File: src/rtl/shift_seq_ctrl.sv
// Command sequencer for the universal shift register: turns one LOAD/shift
// command into the S/X/r_in/l_in drive it needs, then reports Q with a pulse.
module shift_seq_ctrl #(
  parameter int WIDTH = 4,
  parameter int CNT_W = 3
) (
  input  logic             CLK,
  input  logic             CLR,
  input  logic             cmd_valid,
  output logic             cmd_ready,
  input  logic [2:0]       cmd_op,
  input  logic [CNT_W-1:0] cmd_amt,
  input  logic [WIDTH-1:0] cmd_data,
  output logic [1:0]       S,
  output logic [WIDTH-1:0] X,
  output logic             r_in,
  output logic             l_in,
  input  logic [WIDTH-1:0] Q,
  output logic             busy,
  output logic             rsp_valid,
  output logic [WIDTH-1:0] rsp_data,
  output logic             err
);

  // state    | meaning
  // ST_IDLE  | waiting for a command, cmd_ready high
  // ST_LOAD  | one cycle of parallel load (S=11)
  // ST_SHIFT | shifting, cnt_q cycles left including this one
  // ST_DONE  | response cycle, rsp_valid high, Q forwarded
  typedef enum logic [1:0] {ST_IDLE, ST_LOAD, ST_SHIFT, ST_DONE} state_t;

  localparam logic [2:0] OP_LOAD  = 3'b000;
  localparam logic [2:0] OP_SHR   = 3'b001;
  localparam logic [2:0] OP_SHRA  = 3'b010;
  localparam logic [2:0] OP_ROR   = 3'b011;
  localparam logic [2:0] OP_SHL   = 3'b100;
  localparam logic [2:0] OP_ROL   = 3'b101;
  localparam logic [2:0] OP_SHL1  = 3'b110;
  localparam logic [2:0] OP_RSVD  = 3'b111;

  state_t             state_q;
  logic [2:0]         op_q;
  logic [CNT_W-1:0]   cnt_q;
  logic [WIDTH-1:0]   x_q;
  logic [WIDTH-1:0]   rsp_data_q;
  logic               err_q;

  always_ff @(posedge CLK or negedge CLR) begin
    if (!CLR) begin
      state_q    <= ST_IDLE;
      op_q       <= OP_LOAD;
      cnt_q      <= '0;
      x_q        <= '0;
      rsp_data_q <= '0;
      err_q      <= 1'b0;
    end else begin
      case (state_q)
        ST_IDLE: begin
          if (cmd_valid) begin
            op_q  <= cmd_op;
            cnt_q <= cmd_amt;
            if (cmd_op == OP_LOAD) begin
              x_q     <= cmd_data;
              state_q <= ST_LOAD;
            end else if (cmd_op == OP_RSVD || cmd_amt == '0) begin
              err_q   <= (cmd_op == OP_RSVD);
              state_q <= ST_DONE;
            end else begin
              state_q <= ST_SHIFT;
            end
          end
        end
        ST_LOAD: begin
          err_q   <= 1'b0;
          state_q <= ST_DONE;
        end
        ST_SHIFT: begin
          cnt_q <= cnt_q - 1'b1;
          if (cnt_q == CNT_W'(1)) begin
            err_q   <= 1'b0;
            state_q <= ST_DONE;
          end
        end
        ST_DONE: begin
          rsp_data_q <= Q;
          state_q    <= ST_IDLE;
        end
        default: state_q <= ST_IDLE;
      endcase
    end
  end

  // Serial inputs follow live Q so rotates/arith shifts see each intermediate value.
  always_comb begin
    S    = 2'b00;
    r_in = 1'b0;
    l_in = 1'b0;
    case (state_q)
      ST_LOAD: S = 2'b11;
      ST_SHIFT: begin
        case (op_q)
          OP_SHR:  S = 2'b01;
          OP_SHRA: begin S = 2'b01; r_in = Q[WIDTH-1]; end
          OP_ROR:  begin S = 2'b01; r_in = Q[0];       end
          OP_SHL:  S = 2'b10;
          OP_ROL:  begin S = 2'b10; l_in = Q[WIDTH-1]; end
          OP_SHL1: begin S = 2'b10; l_in = 1'b1;       end
          default: S = 2'b00;
        endcase
      end
      default: S = 2'b00;
    endcase
  end

  // Q is final once DONE is reached, so it is forwarded that cycle and captured to hold afterwards.
  assign cmd_ready = (state_q == ST_IDLE);
  assign busy      = (state_q != ST_IDLE);
  assign rsp_valid = (state_q == ST_DONE);
  assign rsp_data  = (state_q == ST_DONE) ? Q : rsp_data_q;
  assign err       = err_q;
  assign X         = x_q;

endmodule
File: config.mk
export PLATFORM = sky130hd
export DESIGN_NAME = shift_seq_ctrl
export DESIGN_NICKNAME = d
export VERILOG_FILES = /design/src/rtl/shift_seq_ctrl.sv
export SDC_FILE = /design/constraint.sdc
export NUM_CORES = 1
export LEC_CHECK = 0
export ABC_AREA = 1
export CELL_PAD_IN_SITES_DETAIL_PLACEMENT = 1
export CELL_PAD_IN_SITES_GLOBAL_PLACEMENT = 1
export CORE_ASPECT_RATIO = 2
export CORE_MARGIN = 2
export CORE_UTILIZATION = 34
export DETAILED_ROUTE_END_ITERATION = 12
export PLACE_DENSITY_LB_ADDON = 0.25
export SKIP_CTS_REPAIR_TIMING = 1
export SLEW_MARGIN = 20
export SYNTH_ARGS = -nofsm -noshare
export SYNTH_HDL_FRONTEND = slang
export SYNTH_SLANG_ARGS = --single-unit
File: constraint.sdc
create_clock -name CLK -period 4.91 [get_ports CLK]
set_clock_uncertainty 0.15 [all_clocks]
set_input_delay 0.982 -clock CLK [delete_from_list [all_inputs] [get_ports CLK]]
set_output_delay 0.982 -clock CLK [all_outputs]
set_load 0.01 [all_outputs]
## Word-level counts from Yosys, hierarchy flattened

Cells that the tools add are included.

- $add $sub $neg: 1
- $mul: 0
- Div/mod/pow operators: 0
- Order comparisons: 0
- Equality and inequality tests: 15
- Shift operators: 0
- Multiplexer cells: 19
- Bitwise logic cells: 0
- Reductions and logical operators: 14

Operators by type and width:

| kind | number |
|---|---|
| equality test 3 bit, second input constant | 4 |
| one-hot mux 2 bit (2 select lines) | 2 |
| one-hot mux 2 bit (4 select lines) | 1 |
| 2-to-1 mux 1 bit | 7 |
| equality test 3 x 1 -> 1 bit, second input constant | 2 |
| equality test 3 x 2 -> 1 bit, second input constant | 2 |
| logical NOT 3 bit | 2 |
| 2-to-1 mux 2 bit | 3 |
| != test 2 bit, second input constant | 3 |
| one-hot mux 3 bit (2 select lines) | 1 |
| AND reduction 2 bit | 3 |
| OR reduction 3 bit | 2 |
| AND reduction 5 bit | 1 |
| equality test 2 bit, second input constant | 2 |
| 2-to-1 mux 4 bit | 1 |
| one-hot mux 1 bit (2 select lines) | 2 |
| nonzero test 2 bit | 2 |
| 2-to-1 mux 3 bit | 1 |
| one-hot mux 1 bit (3 select lines) | 1 |
| AND reduction 3 bit | 1 |
| nonzero test 3 bit | 1 |
| subtractor 3 x 1 -> 3 bit, second input constant | 1 |
| equality test 2 x 1 -> 1 bit, second input constant | 1 |
| logical NOT 2 bit | 1 |
| 2 further kinds | 2 |

- Bits in registers: 17
- Latch bits: 0
- Memory bits (writable): 0
- ROM bits: 0
- Bits of input ports: 17
- Output and inout port bits: 16
- Word-level logic and storage cells: 55
- Memories kept: 0

## Logic depth before layout (Yosys ltp)

Gate-level depths: netlist of run 1.

- Depth in word-level cells: 6
- Depth in mapped cells: 9
- Gate-level depth less buffers: 9

## Worst setup path after synthesis of run 1

No wires, ideal clock.

- Kind: input to output
- Start: input port Q[0]
- End: output port r_in
- Arrival: 1.376 ns
- Data required time: 3.778 ns
- Path slack: 2.402 ns
- Stages on the path: 2
- Path buffers: 0
- Cells stage by stage: inv_1 -> a211oi_1

- Longest elaborated chain between the ends: 2

RTL lines:

| what | RTL line | text |
|---|---|---|
| from (decl) | 18 | `input logic [WIDTH-1:0] Q,` |
| one-hot mux 1 bit (2 select lines) | 101 | `case (op_q)` |
| 2-to-1 mux 1 bit | 98 | `case (state_q)` |
| to (decl) | 16 | `output logic r_in,` |

Every way passes these cells.

## Final worst setup path of run 1

- Start: input port Q[3]
- End: output port r_in

The elaborated chain is that of the path after synthesis.

==> results of run 1 <==
==> metrics by stage <==
| stage | std cells | instance area (um^2) | total power [uW] | hold WS (ns) | utilization, % |
|---|---|---|---|---|---|
| 3_3_place_gp | 175 | 1290 | 726 | 0.310 | 47.9 |
| 4_1_cts | 179 | 1340 | 861 | 0.340 | 49.6 |
| 5_1_grt | 179 | 1340 | 929 | 0.364 | 49.6 |
| 3_5_place_dp | 175 | 1290 | 750 | 0.324 | 47.9 |
| 2_1_floorplan | 115 | 950 | 527 | 0.326 | - |
| 6_report | 179 | 1340 | 848 | 0.333 | 49.6 |
==> worst reg2reg max path, stage by stage, from the launching register on <==
cell,delay (ns)
dfrtp_1,0.43
inv_1,0.12
ha_1,0.30
nand2_2,0.14
or2_0,0.43
nand2_1,0.15
o21ai_2,0.06
==> layer usage <==
layer  part of all wire (%)  vias up  routed length [um]  global-route usage (%)
li1                       -      431                   -                       -
met3                    3.8        5                  93                    2.79
met2                     59       23                1440                    32.3
met4                    2.3        0                  56                    9.35
met5                      0        -                   0                       0
met1                     35      411                 848                    18.3
==> worst max-delay path by stage <==
stage                     startpoint  endpoint  cells past startpoint
after floorplan                 Q[0]      r_in                      2
after global placement          Q[3]      r_in                      4
after detailed placement        Q[3]      r_in                      4
after CTS                       Q[3]      r_in                      4
after global routing            Q[3]      r_in                      4
final                           Q[3]      r_in                      4
==> report_power, final <==
group / switching, uW / internal [uW]
logic: 251 / 233
registers: 45.3 / 210
clock network: 50.8 / 57.8
total: 347 / 501
==> final cells by class <==
cell class | count | area (um^2) | share of cell area (%)
clock buffer | 4 | 45.0 | 3.36
multi-input combinational | 76 | 434 | 32.4
timing repair buffer | 32 | 320 | 23.9
tap | 29 | 36.3 | 2.71
inverter | 21 | 78.8 | 5.88
sequential | 17 | 425 | 31.7
==> cells by family (layout without fill, tap and decap cells) <==
group           Yosys count  after routing  share of synthesized area, %
mux                       3              3                          3.56
flops                    17             17                          44.8
buf+inv                  22             57                          9.49
simple gates             42             42                          17.7
fa+ha+maj                 7              7                          9.22
compound gates           23             23                          14.4
xor+xnor                  1              1                         0.922
==> placed cells by master (no fill, tap or decap), drive strengths merged <==
master / instances
a211oi: 1
a21oi: 5
clkbuf: 4
clkdlybuf4s50: 32
dfrtp: 17
ha: 7
inv: 21
mux2: 3
nand2: 29
nand3: 4
nor2: 8
o211ai: 1
o21ai: 15
o22ai: 1
or2: 1
xor2: 1
==> sequential cells by signal (all words and copies together) (netlist names) <==
| name | count |
|---|---|
| rsp_data_q | 4 |
| state_q | 2 |
| op_q | 3 |
| err | 1 |
| X | 4 |
| cnt_q | 3 |
==> metrics, run 1 <==
FF-to-FF End=X[0]$_DFFE_PN0P_; Worst-Skew Late Latency=0.26 ns; Worst path max stage delay=0.59 ns; crit path kind=primary input to primary output; dpl ws=1.43 ns; cell depth of the worst flop-to-flop path=6; Clock transition at path regs=0.07 ns; TritonCTS clock tree=built; WP data arrival=2.34 ns; setup violators final=0; chip height=78.7 um; Worst Hold Class=flop to flop; Layout Nets=175; WHS Path Cells=2; Mapped Avg Cell Area=8.26 um^2; Mapped Cells=115; Distinct cells, synth=19; top cells by area, synth=dfrtp_1 45%, nand2_1 11%, ha_1 9.2%; placer's final routability congestion estimate=0.721; layout cell share with drive strength beyond 1=8.67%; WHS Endpoint=X[3]$_DFFE_PN0P_; Max Cap Viol=0; Worst Setup End Kind=primary output; CP max-delay cell=clkdlybuf4s50_1; Post-synth top cells=28 x nand2_1, 19 x inv_1, 17 x dfrtp_1; cts bufs inserted=3; Max rail drop VDD=0.000278 V; CORE AREA=2700 um^2; DR pass1 iterations=3; port bufs=32; outcome=finished clean; Worst slew margin=48.6%; first-pass GRT wire length=4.04 mm; required time of the critical path=3.78 ns; final hold vios=0; clock sinks=17; Synth area leader=dfrtp_1; Rows=27; Initial Util=35.1%; Setup TNS=0 ns; syn_nets=139; Cell Chain, Critical Path=clkdlybuf4s50_1, nor2_1, a211oi_1, clkdlybuf4s50_1; DIE WIDTH=41.4 um; DR iter-0 viols=5; CTS root buf=clkbuf_8; DRC=0; die area=3260 um^2; Final WS setup=1.44 ns; Fillers=348; Crit Path Max Fanout=3; Startpoint Class=primary input; Yosys reg bits=17; ant diodes=0; period utilization=70.7%; CP Buf/Inv Count=2; total number of vias=870; DRT antenna net count=0; yosys warns=0; Avg Vias per Cell=4.86; count leader, synth=nand2_1; Period minus WS final=3.47 ns; mapped cell area=950 um^2; PwrDens=633 nW/um^2; Avg WL per Cell=13.6 um; HP Start=X[3]$_DFFE_PN0P_; GR Util All Layers=18.2%; leakage=0.000650 uW; H-Tree Depth=1; Worst-Margin Slew=0.769 ns; # IOs=33; vias in the first global route=948; Layout area overhead=41.1%; Yosys top cell area share=44.8%; largest net degree at the start of global routing=18; Async SR Flop Fraction=100%; initial antenna violation count=0; delay-heaviest family, CP=buffers and inverters; EDFF count, synth=0; CP most frequent cell=clkdlybuf4s50_1; Reg2Reg Setup Slack=3.01 ns; CTS max path bufs=2; max-slew violations=0; Top FF cell, synth=dfrtp_1; top achievable clock speed=0.288 GHz; unrepaired setup endpoints after global routing=no; total global routing overflow=0; Worst R2R Start=state_q[1]$_DFFE_PN0P_; Routed WL=2.43 mm; post-synthesis sequential area ratio=44.8%; Detail Placement HPWL=2.05 mm
Note: power is estimated with default switching activity, not from simulation.
==> run 2: changes to the inputs <==
- CORE_UTILIZATION: 34 -> 31
- clock period: 4.91 -> 3.5 ns (I/O delays scaled with it)
==> run 2 against run 1 <==
Non-clock buffer count unchanged. First-iteration DRC count grew to 2.8 times the previous value. Sequential share of layout area shrank 0.059 points. Setup slack worse by 0.94 ns. Utilization fell by 4.0 points. Register-to-register slack got worse by 1.4 ns. Largest power group unchanged. Highest routed layer unchanged.
==> metrics, run 2 (synthesis gave the netlist of run 1 again) <==
Avg WL per Cell=13.4 um; GR Util All Layers=15.6%; # IOs=33; largest net degree at the start of global routing=18; Worst Setup End Kind=primary output; final hold vios=0; chip height=82.3 um; crit path kind=flop to primary output; setup violators final=0; CTS max path bufs=2; Layout Nets=175; Startpoint Class=flop; CTS root buf=clkbuf_8; placer's final routability congestion estimate=0.801; Worst-Skew Late Latency=0.25 ns; Max rail drop VDD=0.000442 V; Fillers=355; vias in the first global route=952; Worst R2R Start=state_q[0]$_DFFE_PN0P_; cts bufs inserted=3; DR iter-0 viols=14; DR pass1 iterations=4; Worst slew margin=47.0%; layout cell share with drive strength beyond 1=9.33%; commonest non-fill, non-tap cell in the layout=clkdlybuf4s50_1; clock sinks=17; die area=3550 um^2; required time of the critical path=2.65 ns; most frequent cells in the layout=32 x clkdlybuf4s50_1, 28 x nand2_1, 19 x inv_1; Final WS setup=0.503 ns; TritonCTS clock tree=built; Worst Hold Class=flop to flop; Detail Placement HPWL=2.04 mm; Layout area overhead=41.4%; initial antenna violation count=0; top achievable clock speed=0.334 GHz; Initial Util=32.3%; period utilization=85.6%; DRC=0; H-Tree Depth=1; total number of vias=864; Avg Vias per Cell=4.80; Rows=28; ant diodes=0; DIE WIDTH=43.1 um; total global routing overflow=0; WP data arrival=2.15 ns; outcome=finished clean; cell depth of the worst flop-to-flop path=6; unrepaired setup endpoints after global routing=no; port bufs=32; first-pass GRT wire length=4.21 mm; dpl ws=0.618 ns; Crit Path Max Fanout=7; Clock transition at path regs=0.07 ns; WHS Endpoint=err$_DFFE_PN0P_; CORE AREA=2940 um^2; Setup TNS=0 ns; leakage=0.000653 uW; Max Cap Viol=0; Reg2Reg Setup Slack=1.60 ns; HP Start=err$_DFFE_PN0P_; FF-to-FF End=X[0]$_DFFE_PN0P_; max-slew violations=0; WHS Path Cells=2; PwrDens=886 nW/um^2; Worst-Margin Slew=0.792 ns; Routed WL=2.41 mm; Period minus WS final=3.00 ns; DRT antenna net count=0
==> run 2: changes by cell type in the layout (fill, tap and decap cells not counted), sizes merged <==
cell,previous run,this run
clkinv,0,1
clkbuf,4,3
==> run 2: worst max-delay path by stage <==
stage / start / end / slack, ns / depth (start not counted)
floorplan: state_q[0]$_DFFE_PN0P_ / r_in / 1.39 / 6
global placement: Q[3] / r_in / 0.63 / 4
global route: state_q[0]$_DFFE_PN0P_ / S[0] / 0.34 / 7
CTS: state_q[0]$_DFFE_PN0P_ / r_in / 0.47 / 7
finish: state_q[0]$_DFFE_PN0P_ / S[0] / 0.50 / 7
detailed placement: Q[3] / r_in / 0.62 / 4
==> run 2: critical path: stages (launching register included) <==
cell and delay [ns]:
dfrtp_1 0.43, inv_1 0.12, ha_1 0.31, inv_2 0.09
nor2_1 0.13, o21ai_0 0.12, a21oi_1 0.14, clkdlybuf4s50_1 0.55
==> run 2: layout make-up <==
cell class / instances / area [um^2] / area share [%]
sequential: 17 / 425 / 31.7
clock buffer: 3 / 41.3 / 3.08
inverter: 21 / 78.8 / 5.87
timing repair buffer: 32 / 320 / 23.9
multi-input combinational: 76 / 434 / 32.3
tap: 30 / 37.5 / 2.80
clock inverter: 1 / 5.00 / 0.373
==> run 2: metrics by stage <==
stage | instances | util (%) | total power [uW] | cell area [um^2] | hold WS (ns)
after floorplan | 115 | - | 739 | 950 | 0.254
after global placement | 176 | 44.0 | 1010 | 1300 | 0.308
after detailed placement | 176 | 44.0 | 1060 | 1300 | 0.315
after CTS | 180 | 45.6 | 1210 | 1340 | 0.331
after global routing | 180 | 45.6 | 1300 | 1340 | 0.373
final | 180 | 45.6 | 1190 | 1340 | 0.326
==> run 2: report_power, final <==
| part | switching, uW | internal, uW |
|---|---|---|
| registers | 63.9 | 295 |
| logic | 353 | 330 |
| clock network | 69.1 | 79.0 |
==> run 2: metal layers <==
| layer | GRT usage [%] | vias up | part of all wire (%) |
|---|---|---|---|
| met2 | 29.7 | 24 | 57 |
| li1 | - | 430 | - |
| met5 | 0 | - | 0 |
| met3 | 1.52 | 4 | 4.4 |
| met1 | 17.1 | 406 | 37 |
| met4 | 6.36 | 0 | 1.7 |
==> run 3: changes to the inputs <==
- CTS_CLUSTER_DIAMETER: unset -> 200
==> results of run 3 <==
No change in the layout: final DEF, timing and power equal those of run 2.
==> RTL change (settings of run 3) <==
The parameter `WIDTH` goes from 4 to 6.
--- a/src/rtl/shift_seq_ctrl.sv
+++ b/src/rtl/shift_seq_ctrl.sv
@@ -1,7 +1,7 @@
 // Command sequencer for the universal shift register: turns one LOAD/shift
 // command into the S/X/r_in/l_in drive it needs, then reports Q with a pulse.
 module shift_seq_ctrl #(
-  parameter int WIDTH = 4,
+  parameter int WIDTH = 6,
   parameter int CNT_W = 3
 ) (
   input  logic             CLK,
Ports: changed (resized Q, X, cmd_data and rsp_data); port bits go from 33 to 41. No check against the original RTL was run, so the function may have changed too.
==> RTL change against run 3 <==
  * Sequential cell count grew 4
  * Wire length is 4.5% higher
  * Total power grew 14%
  * Synthesized area up 18%
  * Critical path depth fell by 2
  * Count of clock-buffer cells in the layout did not move
  * Setup slack better by 0.11 ns
  * Synthesized cell count up 13%
  * First-iteration DRC count decreased by 43%
  * Cell area is 20% higher
  * Largest power group unchanged
  * Highest routed layer unchanged
==> RTL change: results (changes against run 3) <==
- Status: completed (unchanged)
- Worst slack at placement: 0.626 ns (was 0.618 ns)
- Top cells by count, synth: nand2_1, dfrtp_1, inv_1, nor2_1, o21ai_0 (was nand2_1, inv_1, dfrtp_1, nor2_1, o21ai_0)
- Avg WL per Cell: 11.4 µm (was 13.4 µm)
- GRT Total Usage: 13.3% (was 15.6%)
- Synth area leaders: dfrtp_1, nand2_1, ha_1 (unchanged)
- GR Util met3: 2.42% (was 1.52%)
- Switching share of power: 39.0% (was 40.8%)
- Crit path DAT: 2.04 ns (was 2.15 ns)
- Placed Cells: 216 (was 176)
- Port Buffers: 40 (was 32)
- Placement Rows: 31 (was 28)
- Routing usage on met2: 22.9% (was 29.7%)
- Met3 Routed Length: 159 µm (was 106 µm)
- Internal: 827 µW (was 704 µW)
- Met1 Usage GRT: 15.2% (was 17.1%)
- Seq/Total Area, Yosys: 46.8% (was 44.8%)
- Vias per cell: 4.51 (was 4.80)
- Clock group: 162 µW (was 148 µW)
- Global-route wire length before repair: 4030 µm (was 4210 µm)
- Leak: 0.000762 µW (was 0.000653 µW)
- Worst vdd ir: 0.388 mV (was 0.442 mV)
- Fin util: 45.5% (was 45.6%)
- DR pass1 iterations: 3 (was 4)
- Post-Syn Nets: 158 (was 139)
- Hold WC Path Type: primary input to async pin (was flop to flop)
- Drt total wl: 2520 µm (was 2410 µm)
- CP peak stage delay: 0.57 ns (was 0.55 ns)
- Layout net count: 200 (was 175)
- Reg2Reg Depth: 7 (was 6)
- Post-DP HPWL: 2010 µm (was 2040 µm)
- Seq pwr share: 31.0% (was 30.1%)
- Vias in the first global route: 990 (was 952)
## RTL change: final timing paths
check	startpoint	endpoint	slack (ns)
max	state_q[0]	r_in	0.61
min	CLR	state_q[1]	0.24
min in group CLK	X[0]	X[0]	0.33
min reg2reg	X[0]	X[0]	0.33
max in group asynchronous	CLR	X[1]	2.62
max reg2reg	state_q[0]	X[5]	1.69
## RTL change: cell type report
| cell class | count | area share, % |
|---|---|---|
| tap | 49 | 3.82 |
| clock buffer | 3 | 2.57 |
| inverter | 22 | 5.14 |
| timing repair buffer | 40 | 24.6 |
| multi-input combinational | 84 | 30.8 |
| clock inverter | 1 | 0.312 |
| sequential | 21 | 32.7 |
## RTL change: kinds of logic (layout without fill, tap and decap cells)
logic type | after synthesis | in the layout | synth area share (%)
flops | 21 | 21 | 46.8
simple gates | 47 | 47 | 16.9
fa+ha+maj | 7 | 7 | 7.79
mux | 5 | 5 | 5.01
compound gates | 24 | 24 | 13.5
buf+inv | 25 | 66 | 9.24
xor+xnor | 1 | 1 | 0.780
